[config.mk]
export PLATFORM = sky130hd
export DESIGN_NAME = cc_cond_unit_flat
export DESIGN_NICKNAME = d
export VERILOG_FILES = /design/src/rtl/cc_cond_unit_if.sv /design/src/rtl/cc_cond_unit.sv /design/src/flat_wrapper.sv
export SDC_FILE = /design/constraint.sdc
export NUM_CORES = 1
export LEC_CHECK = 0
export BUFFER_PORTS_ARGS = -buffer_cell sky130_fd_sc_hd__buf_2
export CAP_MARGIN = 25
export CELL_PAD_IN_SITES_DETAIL_PLACEMENT = 0
export CELL_PAD_IN_SITES_GLOBAL_PLACEMENT = 1
export CORE_ASPECT_RATIO = 0.5
export CORE_MARGIN = 5
export CORE_UTILIZATION = 13
export CTS_BUF_LIST = sky130_fd_sc_hd__clkbuf_8
export CTS_CLUSTER_SIZE = 20
export DETAILED_ROUTE_END_ITERATION = 6
export HOLD_SLACK_MARGIN = 0.03
export MAX_ROUTING_LAYER = met4
export PLACE_DENSITY_LB_ADDON = 0.2
export SKIP_LAST_GASP = 1
export SYNTH_ARGS = -nofsm -noshare
export SYNTH_HDL_FRONTEND = slang
export SYNTH_SLANG_ARGS = --single-unit
[constraint.sdc]
create_clock -name clk -period 4 [get_ports clk]
set_input_delay 0.8 -clock clk [delete_from_list [all_inputs] [get_ports clk]]
set_output_delay 0.8 -clock clk [all_outputs]
set_load 0.05 [all_outputs]
[src/rtl/cc_cond_unit_if.sv]
// rtl/cc_cond_unit_if.sv - E-stage flag/condition bus between pipeline and cc_cond_unit
// Optional CC_PERF_EN adds the taken_cnt performance counter signal.
interface cc_cond_unit_if #(
    parameter int WIDTH = 64
);
    logic [3:0]       e_icode;
    logic [3:0]       e_ifun;
    logic             e_bubble;
    logic [WIDTH-1:0] alu_result;
    logic             alu_sign;
    logic             alu_over;
    logic [1:0]       m_stat;
    logic [1:0]       w_stat;
    logic             m_bubble;
    logic             e_cnd;
    logic             cc_zf;
    logic             cc_sf;
    logic             cc_of;
    logic             M_cnd;
    logic             frozen;
`ifdef CC_PERF_EN
    logic [31:0]      taken_cnt;
`endif

    modport master (
`ifdef CC_PERF_EN
        input  taken_cnt,
`endif
        output e_icode, e_ifun, e_bubble, alu_result, alu_sign, alu_over,
        output m_stat, w_stat, m_bubble,
        input  e_cnd, cc_zf, cc_sf, cc_of, M_cnd, frozen
    );

    modport slave (
`ifdef CC_PERF_EN
        output taken_cnt,
`endif
        input  e_icode, e_ifun, e_bubble, alu_result, alu_sign, alu_over,
        input  m_stat, w_stat, m_bubble,
        output e_cnd, cc_zf, cc_sf, cc_of, M_cnd, frozen
    );
endinterface

[src/rtl/cc_cond_unit.sv]
// rtl/cc_cond_unit.sv - Y86-64 condition-code register, jXX/cmovXX evaluation and M_cnd stage
// Optional CC_PERF_EN adds a 32-bit taken-branch counter (taken_cnt).
module cc_cond_unit #(
    parameter int         WIDTH  = 64,
    parameter logic [3:0] OPQ    = 4'h6,
    parameter logic [3:0] JXX    = 4'h7,
    parameter logic [3:0] CMOVXX = 4'h2
) (
    input logic          clk,
    input logic          rst,
    cc_cond_unit_if.slave bus
);
    localparam logic [0:0] ST_RUN    = 1'b0;
    localparam logic [0:0] ST_FROZEN = 1'b1;
    localparam logic [1:0] STAT_AOK  = 2'b00;

    logic [0:0] state_q, state_d;
    logic       zf_q, zf_d;
    logic       sf_q, sf_d;
    logic       of_q, of_d;
    logic       m_cnd_q, m_cnd_d;
    logic       cond;
    logic       e_cnd;
    logic       cc_we;
    logic       lt;

    assign lt = sf_q ^ of_q;

    always_comb begin
        cond = 1'b0;
        case (bus.e_ifun)
            4'h0:    cond = 1'b1;
            4'h1:    cond = lt | zf_q;
            4'h2:    cond = lt;
            4'h3:    cond = zf_q;
            4'h4:    cond = ~zf_q;
            4'h5:    cond = ~lt;
            4'h6:    cond = ~lt & ~zf_q;
            default: cond = 1'b0;
        endcase
    end

    // Evaluated from the stored flags only; an OPq in E does not forward to itself.
    assign e_cnd = ((bus.e_icode == JXX) || (bus.e_icode == CMOVXX)) && !bus.e_bubble && cond;

    assign cc_we = (state_q == ST_RUN) && (bus.e_icode == OPQ) && !bus.e_bubble &&
                   (bus.m_stat == STAT_AOK) && (bus.w_stat == STAT_AOK);

    always_comb begin
        zf_d    = zf_q;
        sf_d    = sf_q;
        of_d    = of_q;
        state_d = state_q;
        m_cnd_d = e_cnd;
        if (cc_we) begin
            zf_d = ~|bus.alu_result[WIDTH-1:0];
            sf_d = bus.alu_sign;
            of_d = bus.alu_over;
        end
        if ((state_q == ST_RUN) && (bus.w_stat != STAT_AOK))
            state_d = ST_FROZEN;
        if (bus.m_bubble || (state_q == ST_FROZEN))
            m_cnd_d = 1'b0;
    end

    always_ff @(posedge clk) begin
        if (rst) begin
            state_q <= ST_RUN;
            zf_q    <= 1'b1;
            sf_q    <= 1'b0;
            of_q    <= 1'b0;
            m_cnd_q <= 1'b0;
        end else begin
            state_q <= state_d;
            zf_q    <= zf_d;
            sf_q    <= sf_d;
            of_q    <= of_d;
            m_cnd_q <= m_cnd_d;
        end
    end

`ifdef CC_PERF_EN
    logic [31:0] cnt_q, cnt_d;

    always_comb begin
        cnt_d = cnt_q;
        if ((state_q == ST_RUN) && (bus.e_icode == JXX) && e_cnd)
            cnt_d = cnt_q + 32'd1;
    end

    always_ff @(posedge clk) begin
        if (rst) cnt_q <= 32'd0;
        else     cnt_q <= cnt_d;
    end

    assign bus.taken_cnt = cnt_q;
`endif

    assign bus.e_cnd  = e_cnd;
    assign bus.cc_zf  = zf_q;
    assign bus.cc_sf  = sf_q;
    assign bus.cc_of  = of_q;
    assign bus.M_cnd  = m_cnd_q;
    assign bus.frozen = (state_q == ST_FROZEN);
endmodule

[src/flat_wrapper.sv]
// flat-port wrapper written by rule: the top's interface ports become plain ports
module cc_cond_unit_flat 
#(
    parameter int         WIDTH  = 64,
    parameter logic [3:0] OPQ    = 4'h6,
    parameter logic [3:0] JXX    = 4'h7,
    parameter logic [3:0] CMOVXX = 4'h2
)
  (clk, rst, bus_e_icode, bus_e_ifun, bus_e_bubble, bus_alu_result, bus_alu_sign, bus_alu_over, bus_m_stat, bus_w_stat, bus_m_bubble, bus_e_cnd, bus_cc_zf, bus_cc_sf, bus_cc_of, bus_M_cnd, bus_frozen);
  cc_cond_unit_if #(.WIDTH(WIDTH)) bus_i ();
  input logic clk;
  input logic rst;
  input wire logic [$bits(bus_i.e_icode)-1:0] bus_e_icode;
  input wire logic [$bits(bus_i.e_ifun)-1:0] bus_e_ifun;
  input wire logic [$bits(bus_i.e_bubble)-1:0] bus_e_bubble;
  input wire logic [$bits(bus_i.alu_result)-1:0] bus_alu_result;
  input wire logic [$bits(bus_i.alu_sign)-1:0] bus_alu_sign;
  input wire logic [$bits(bus_i.alu_over)-1:0] bus_alu_over;
  input wire logic [$bits(bus_i.m_stat)-1:0] bus_m_stat;
  input wire logic [$bits(bus_i.w_stat)-1:0] bus_w_stat;
  input wire logic [$bits(bus_i.m_bubble)-1:0] bus_m_bubble;
  output wire logic [$bits(bus_i.e_cnd)-1:0] bus_e_cnd;
  output wire logic [$bits(bus_i.cc_zf)-1:0] bus_cc_zf;
  output wire logic [$bits(bus_i.cc_sf)-1:0] bus_cc_sf;
  output wire logic [$bits(bus_i.cc_of)-1:0] bus_cc_of;
  output wire logic [$bits(bus_i.M_cnd)-1:0] bus_M_cnd;
  output wire logic [$bits(bus_i.frozen)-1:0] bus_frozen;
  assign bus_i.e_icode = bus_e_icode;
  assign bus_i.e_ifun = bus_e_ifun;
  assign bus_i.e_bubble = bus_e_bubble;
  assign bus_i.alu_result = bus_alu_result;
  assign bus_i.alu_sign = bus_alu_sign;
  assign bus_i.alu_over = bus_alu_over;
  assign bus_i.m_stat = bus_m_stat;
  assign bus_i.w_stat = bus_w_stat;
  assign bus_i.m_bubble = bus_m_bubble;
  assign bus_e_cnd = bus_i.e_cnd;
  assign bus_cc_zf = bus_i.cc_zf;
  assign bus_cc_sf = bus_i.cc_sf;
  assign bus_cc_of = bus_i.cc_of;
  assign bus_M_cnd = bus_i.M_cnd;
  assign bus_frozen = bus_i.frozen;
  cc_cond_unit #(.WIDTH(WIDTH), .OPQ(OPQ), .JXX(JXX), .CMOVXX(CMOVXX)) u_core (.clk(clk), .rst(rst), .bus(bus_i));
endmodule
==> results.txt, run 1 <==
----------------------------------------------------
[STA]
  Worst clock skew ... 0.00295 ns
  Final-report setup violation count ... 0
  Slew Limit Fails ... 0
  Share of the clock period used by the worst path after layout ... 65.7%
  Final Hold Viols ... 0
  Sum of negative setup slack ... 0 ns
  Final Critical Period ... 2.63 ns
  RSZ-0062 raised after global routing ... false
  Min Hold Slack ... 0.456 ns
  Slew margin rel. ... 80.6%
  Maximum clock frequency ... 381 MHz
  Transition time at the pin with the least slew margin ... 0.290 ns

[Drt]
  Overall routed net length ... 2.01 mm
  Number of antenna-violating nets in the routed design ... 0
  DRC violations left ... 0
  Detailed-route vias per instance ... 4.01
  Post-Route M1 WL ... 693 microns
  Routed length on met3 ... 129 microns
  Iteration count of the initial detailed-routing pass ... 2
  Detailed-routed wire length on met2 ... 1.19 mm
  Drt wl/cell ... 11.1 microns
  Number of violations reported at the end of detailed-routing iteration 0 ... 1
  Detailed-route via count ... 726
  Uppermost layer routed ... met3

[Pwr]
  Part of the total power dissipated in combinational logic ... 27.2%
  Peak VDD IR ... 0.148 mV
  Switch share ... 22.6%
  Power density of the placed cells ... 208 mW/mm^2
  Sequential share of power ... 26.6%
  Reported leakage power ... 0.484 nW
  Power consumption ... 0.193 mW
  Clock Power Share ... 46.2%
  Design internal power ... 0.150 mW
  Net Switching ... 0.0436 mW

[CTS]
  Maximum level of the CTS H-tree ... 1
  CTS-repair resized insts ... 0
  Root Buffer Master ... clkbuf_8
  Setup repair bufs after CTS ... 0
  Clock-pin slew reported for the worst setup and hold paths after clock tree synthesis ... 0.04 ns
  Clock latency at the later pin of the worst-skew pair ... 0.22 ns
  Number of CTS-inserted buffers ... 3
  Count of hold buffers inserted by post-cts repair ... 0
  Clock sink count ... 5
  TritonCTS clock tree ... yes
  CTS Buffer Depth ... 2

[Finish]
  Share of final-layout standard cells stronger than drive strength 1 ... 64.5%
  Top library cells by usage in the layout, fill and taps aside ... buf_2, nor4_1, dfxtp_1
  Finished Cell Area ... 927 sq um
  Most common library cell in the layout ignoring fill and taps ... buf_2
  Count of fill cells added during filler insertion ... 331
  Ant diodes ... 0
  Final-stage net count ... 224
  Fraction of the core area covered by cells at the end of the flow ... 31.3%
  Area Overhead vs Synth ... 134%

[Placed design]
  Port Buf Inserts ... 87
  HPWL after detailed placement ... 1.93 mm
  Routability Congestion ... 0.809
  Placed standard-cell area ... 882 sq um

[Critical path]
  Critical-path cell with the highest stage delay ... buf_2
  CP bufs+invs ... 2
  Category of cells accounting for the largest share of critical-path delay ... buffers and inverters
  Startpoint kind of the worst setup timing path ... primary input
  Largest driver fanout on the critical path ... 2
  CP endpoint kind ... output pin
  CP Class ... primary input to output pin
  CP cell instances ... buf_2 -> nor3b_1 -> o2111ai_1 -> a211oi_1 -> buf_2
  Crit path required time ... 3.20 ns
  Critical path arrival ... 1.83 ns
  Delay of the slowest cell on the worst path ... 0.31 ns
  Worst path most repeated cell ... buf_2

[Outcome]
  Result of the run ... complete, no violations

[Logic synthesis]
  Cell taking the most area after synthesis ... dfxtp_1
  Post-synth top area share ... 25.2%
  Summed instance area of the synthesized netlist ... 397 sq um
  Post-Syn Nets ... 132
  Warnings from Yosys ... 0
  Synthesized flop and latch total ... 5
  Unique cell type count in the Yosys netlist ... 19
  Share of the yosys chip area belonging to registers ... 25.2%
  Mapped Avg Cell Area ... 7.93 sq um
  Number of standard cells after synthesis ... 50
  Biggest area contributors in the synthesized netlist ... dfxtp_1, nor4_1, mux2i_1

[Floorplanning]
  Initial Utilization ... 13.4%
  Number of top-level pins ... 88
  Number of rows created at floorplan ... 14
  Overall die area ... 0.00432 sq mm
  Die outline width ... 88.1 microns
  Core area ... 0.00296 sq mm
  Vertical extent of the die ... 49.1 microns

[GRT]
  Via count of the first global-routing pass ... 787
  First-pass GRT wire length ... 3.08 mm
  Global-route total usage across every layer ... 9.08%
  Pin count of the biggest net entering global routing ... 6
  Gr ovfl total ... 0
  Antenna violations before repair ... 0

[Run]
  Number of max-cap violations ... 0

[Min path]
  Class of the worst hold path ... register to register

----------------------------------------------------
## sequential cells by signal, indices dropped and copies added (netlist names)
signal	cells
u_core.bus.cc_sf	1
u_core.bus.M_cnd	1
u_core.bus.cc_of	1
u_core.bus.cc_zf	1
u_core.bus.frozen	1
## layer usage
metal	vias to the layer above	track usage, %
met5	-	-
met4	0	2.26
met3	0	1.85
met2	25	17.6
met1	309	9.24
li1	392	-
## path summary, 6_finish.rpt
check,startpoint,endpoint,slack [ns],cells past startpoint
min reg2reg,u_core.bus.frozen,u_core.bus.M_cnd,0.46,1
max,bus_e_bubble,bus_e_cnd,1.37,5
max reg2reg,u_core.bus.cc_zf,u_core.bus.M_cnd,2.75,4
min,u_core.bus.frozen,u_core.bus.M_cnd,0.46,1
## synth_stat cells
master and count:
o21ai_1 1, or4_1 1, nand3_1 1, nand2b_1 2
a211oi_1 1, nor3b_1 1, o31ai_1 1, inv_1 2
dfxtp_1 5, nand4_1 4, nor3_1 1, nor4_2 1
mux2i_1 3, o2111ai_1 1, nor2_1 3, xnor2_1 2
nor4_1 15, a21oi_1 3, nor4b_1 2
## metrics by stage
step	cells	setup slack, ns
4_1_cts	181	1.34
3_5_place_dp	177	1.34
2_1_floorplan	50	0.835
3_3_place_gp	177	1.33
5_1_grt	181	1.20
6_report	181	1.37
## power groups by stage
stage | logic, mW | registers, mW | clock network [mW]
finish | 0.0525 | 0.0515 | 0.0892
global route | 0.0583 | 0.0516 | 0.0971
CTS | 0.0531 | 0.0515 | 0.0921
detailed placement | 0.0530 | 0.0523 | 0
global placement | 0.0527 | 0.0523 | 0
floorplan | 0.00825 | 0.0548 | 0
## cell type report
type	instances	area [sq um]	area share, %
Multi-Input combinational cell	43	289	31.2
Clock buffer	3	41.3	4.45
Inverter	2	7.51	0.810
Timing Repair Buffer	87	435	47.0
Sequential cell	5	100	10.8
Tap cell	40	50.0	5.40
Clock inverter	1	3.75	0.405
## cell families (layout without fill, tap and decap cells)
logic type | count (synthesis) | count (layout) | synth area share [%]
and+or+nand+nor | 31 | 31 | 49.8
AOI/OAI and AO/OA | 7 | 7 | 11.0
DFF | 5 | 5 | 25.2
muxes | 3 | 3 | 7.57
xor gates and xnor gates | 2 | 2 | 4.42
buffers and inverters | 2 | 93 | 1.89
Note: power is estimated with default switching activity, not from simulation.
==> run 2, diff against run 1 <==
CORE_UTILIZATION = 12   (was 13)
clock period = 2.52 ns   (was 4 ns; I/O delays follow)
==> run 2 against run 1 <==
Against the previous run:
- routed wire length up 5.7%
- clock power up 63%
- via count up 2.3%
- combinational power up 59%
- sequential power up 59%
- first-iteration DRC count rose to 8.0 times the previous value
- largest cell class unchanged
- largest power group unchanged
==> results.txt, run 2 (synthesis gave the netlist of run 1 again) <==
----------------------------------------------------
[Floorplanning]
  Number of top-level pins ... 88
  Core area ... 0.00308 sq mm
  Initial Utilization ... 12.9%
  Overall die area ... 0.00463 sq mm
  Number of rows created at floorplan ... 14
  Die outline width ... 91.3 microns
  Vertical extent of the die ... 50.7 microns

[Placed design]
  HPWL after detailed placement ... 2.02 mm
  Pre-CTS worst setup slack ... 0.441 ns
  Placed standard-cell area ... 887 sq um
  Routability Congestion ... 0.727
  Port Buf Inserts ... 87

[GRT]
  Global-route track usage on met1 ... 10.0%
  Global-route met2 utilization ... 16.7%
  Pin count of the biggest net entering global routing ... 6
  Via count of the first global-routing pass ... 774
  First-pass GRT wire length ... 3.41 mm
  Gr ovfl total ... 0
  Met3 capacity usage during global routing ... 2.54%
  Global-route total usage across every layer ... 9.37%
  Antenna violations before repair ... 0
  GRT busiest layer ... met2

[CTS]
  Setup repair bufs after CTS ... 0
  Count of hold buffers inserted by post-cts repair ... 0
  CTS-repair resized insts ... 0
  Clock sink count ... 5
  Maximum level of the CTS H-tree ... 1
  Clock latency at the later pin of the worst-skew pair ... 0.22 ns
  Clock-pin slew reported for the worst setup and hold paths after clock tree synthesis ... 0.04 ns
  Number of CTS-inserted buffers ... 3
  Root Buffer Master ... clkbuf_8
  CTS Buffer Depth ... 2
  TritonCTS clock tree ... yes

[Run]
  Number of max-cap violations ... 0

[Drt]
  DRC violations left ... 0
  Number of antenna-violating nets in the routed design ... 0
  Iteration count of the initial detailed-routing pass ... 4
  Drt wl/cell ... 11.8 microns
  Number of violations reported at the end of detailed-routing iteration 0 ... 8
  Overall routed net length ... 2.13 mm
  Detailed-route via count ... 743
  Detailed-route vias per instance ... 4.10

[STA]
  Share of the clock period used by the worst path after layout ... 80.9%
  Final Critical Period ... 2.04 ns
  Slew margin rel. ... 81.0%
  Min Hold Slack ... 0.443 ns
  Slew Limit Fails ... 0
  RSZ-0062 raised after global routing ... false
  Worst clock skew ... 0.00357 ns
  Maximum clock frequency ... 490 MHz
  Setup ws final ... 0.481 ns
  Sum of negative setup slack ... 0 ns
  Final-report setup violation count ... 0
  Transition time at the pin with the least slew margin ... 0.282 ns
  Final Hold Viols ... 0

[Finish]
  Count of fill cells added during filler insertion ... 351
  Top library cells by usage in the layout, fill and taps aside ... buf_2, nor4_1, dfxtp_1
  Ant diodes ... 0
  Final-stage net count ... 224
  Area Overhead vs Synth ... 135%
  Total area of multi-input combinational cells ... 294 sq um
  Finished Cell Area ... 932 sq um
  Most common library cell in the layout ignoring fill and taps ... buf_2
  Share of final-layout standard cells stronger than drive strength 1 ... 65.2%
  Area of all sequential standard cells ... 100 sq um
  Fraction of the core area covered by cells at the end of the flow ... 30.2%

[Critical path]
  Crit path required time ... 2.02 ns
  CP endpoint kind ... output pin
  Largest driver fanout on the critical path ... 2
  Startpoint kind of the worst setup timing path ... primary input
  Critical path arrival ... 1.53 ns
  CP Class ... primary input to output pin
  Delay of the slowest cell on the worst path ... 0.30 ns
  Category of cells accounting for the largest share of critical-path delay ... buffers and inverters
  CP bufs+invs ... 2
  Critical-path cell with the highest stage delay ... buf_2
  Worst path most repeated cell ... buf_2
  CP cell instances ... buf_2 -> nor3b_1 -> o2111ai_1 -> a211oi_2 -> buf_2

[Min path]
  Class of the worst hold path ... primary input to register

[Outcome]
  Result of the run ... complete, no violations

[Pwr]
  Switch share ... 23.3%
  Design internal power ... 0.238 mW
  Power density of the placed cells ... 333 mW/mm^2
  Peak VDD IR ... 0.115 mV
  Sequential share of power ... 26.4%
  Clock Power Share ... 46.6%
  Reported leakage power ... 0.485 nW
  Part of the total power dissipated in combinational logic ... 27.0%
  Net Switching ... 0.0721 mW

----------------------------------------------------
run 2: path summary, 6_finish.rpt:
check | startpoint | end | slack, ns | depth (start not counted)
worst max-delay path | bus_e_bubble | bus_e_cnd | 0.48 | 5
worst min-delay path | bus_m_bubble | u_core.bus.M_cnd | 0.44 | 2
worst max register to register | u_core.bus.cc_sf | u_core.bus.M_cnd | 1.26 | 4
worst min register to register | u_core.bus.frozen | u_core.bus.M_cnd | 0.45 | 1
run 2: layer usage:
| metal | share of wire (%) | routed length (microns) |
|---|---|---|
| met5 | 0 | 0 |
| met4 | 1.5 | 31 |
| met3 | 7.4 | 157 |
| met2 | 55 | 1160 |
| met1 | 37 | 777 |
run 2: power by group through the flow:
| stage | registers [mW] | clock network [mW] | logic [mW] |
|---|---|---|---|
| after global routing | 0.0819 | 0.156 | 0.0940 |
| final | 0.0818 | 0.145 | 0.0836 |
| after CTS | 0.0817 | 0.152 | 0.0845 |
| after detailed placement | 0.0829 | 0 | 0.0843 |
| after floorplan | 0.0870 | 0 | 0.0135 |
| after global placement | 0.0831 | 0 | 0.0835 |
run 2: layout make-up:
type                            instances  share of cell area (%)
Timing Repair Buffer                   87                    46.7
Multi-Input combinational cell         43                    31.5
Sequential cell                         5                    10.7
Tap cell                               40                    5.37
Clock buffer                            3                    4.43
Inverter                                2                   0.805
Clock inverter                          1                   0.403
run 2: through the flow:
| stage | std cells | total power [mW] |
|---|---|---|
| after floorplan | 50 | 0.101 |
| after global placement | 177 | 0.167 |
| after detailed placement | 177 | 0.167 |
| after CTS | 181 | 0.318 |
| after global routing | 181 | 0.331 |
| final | 181 | 0.310 |
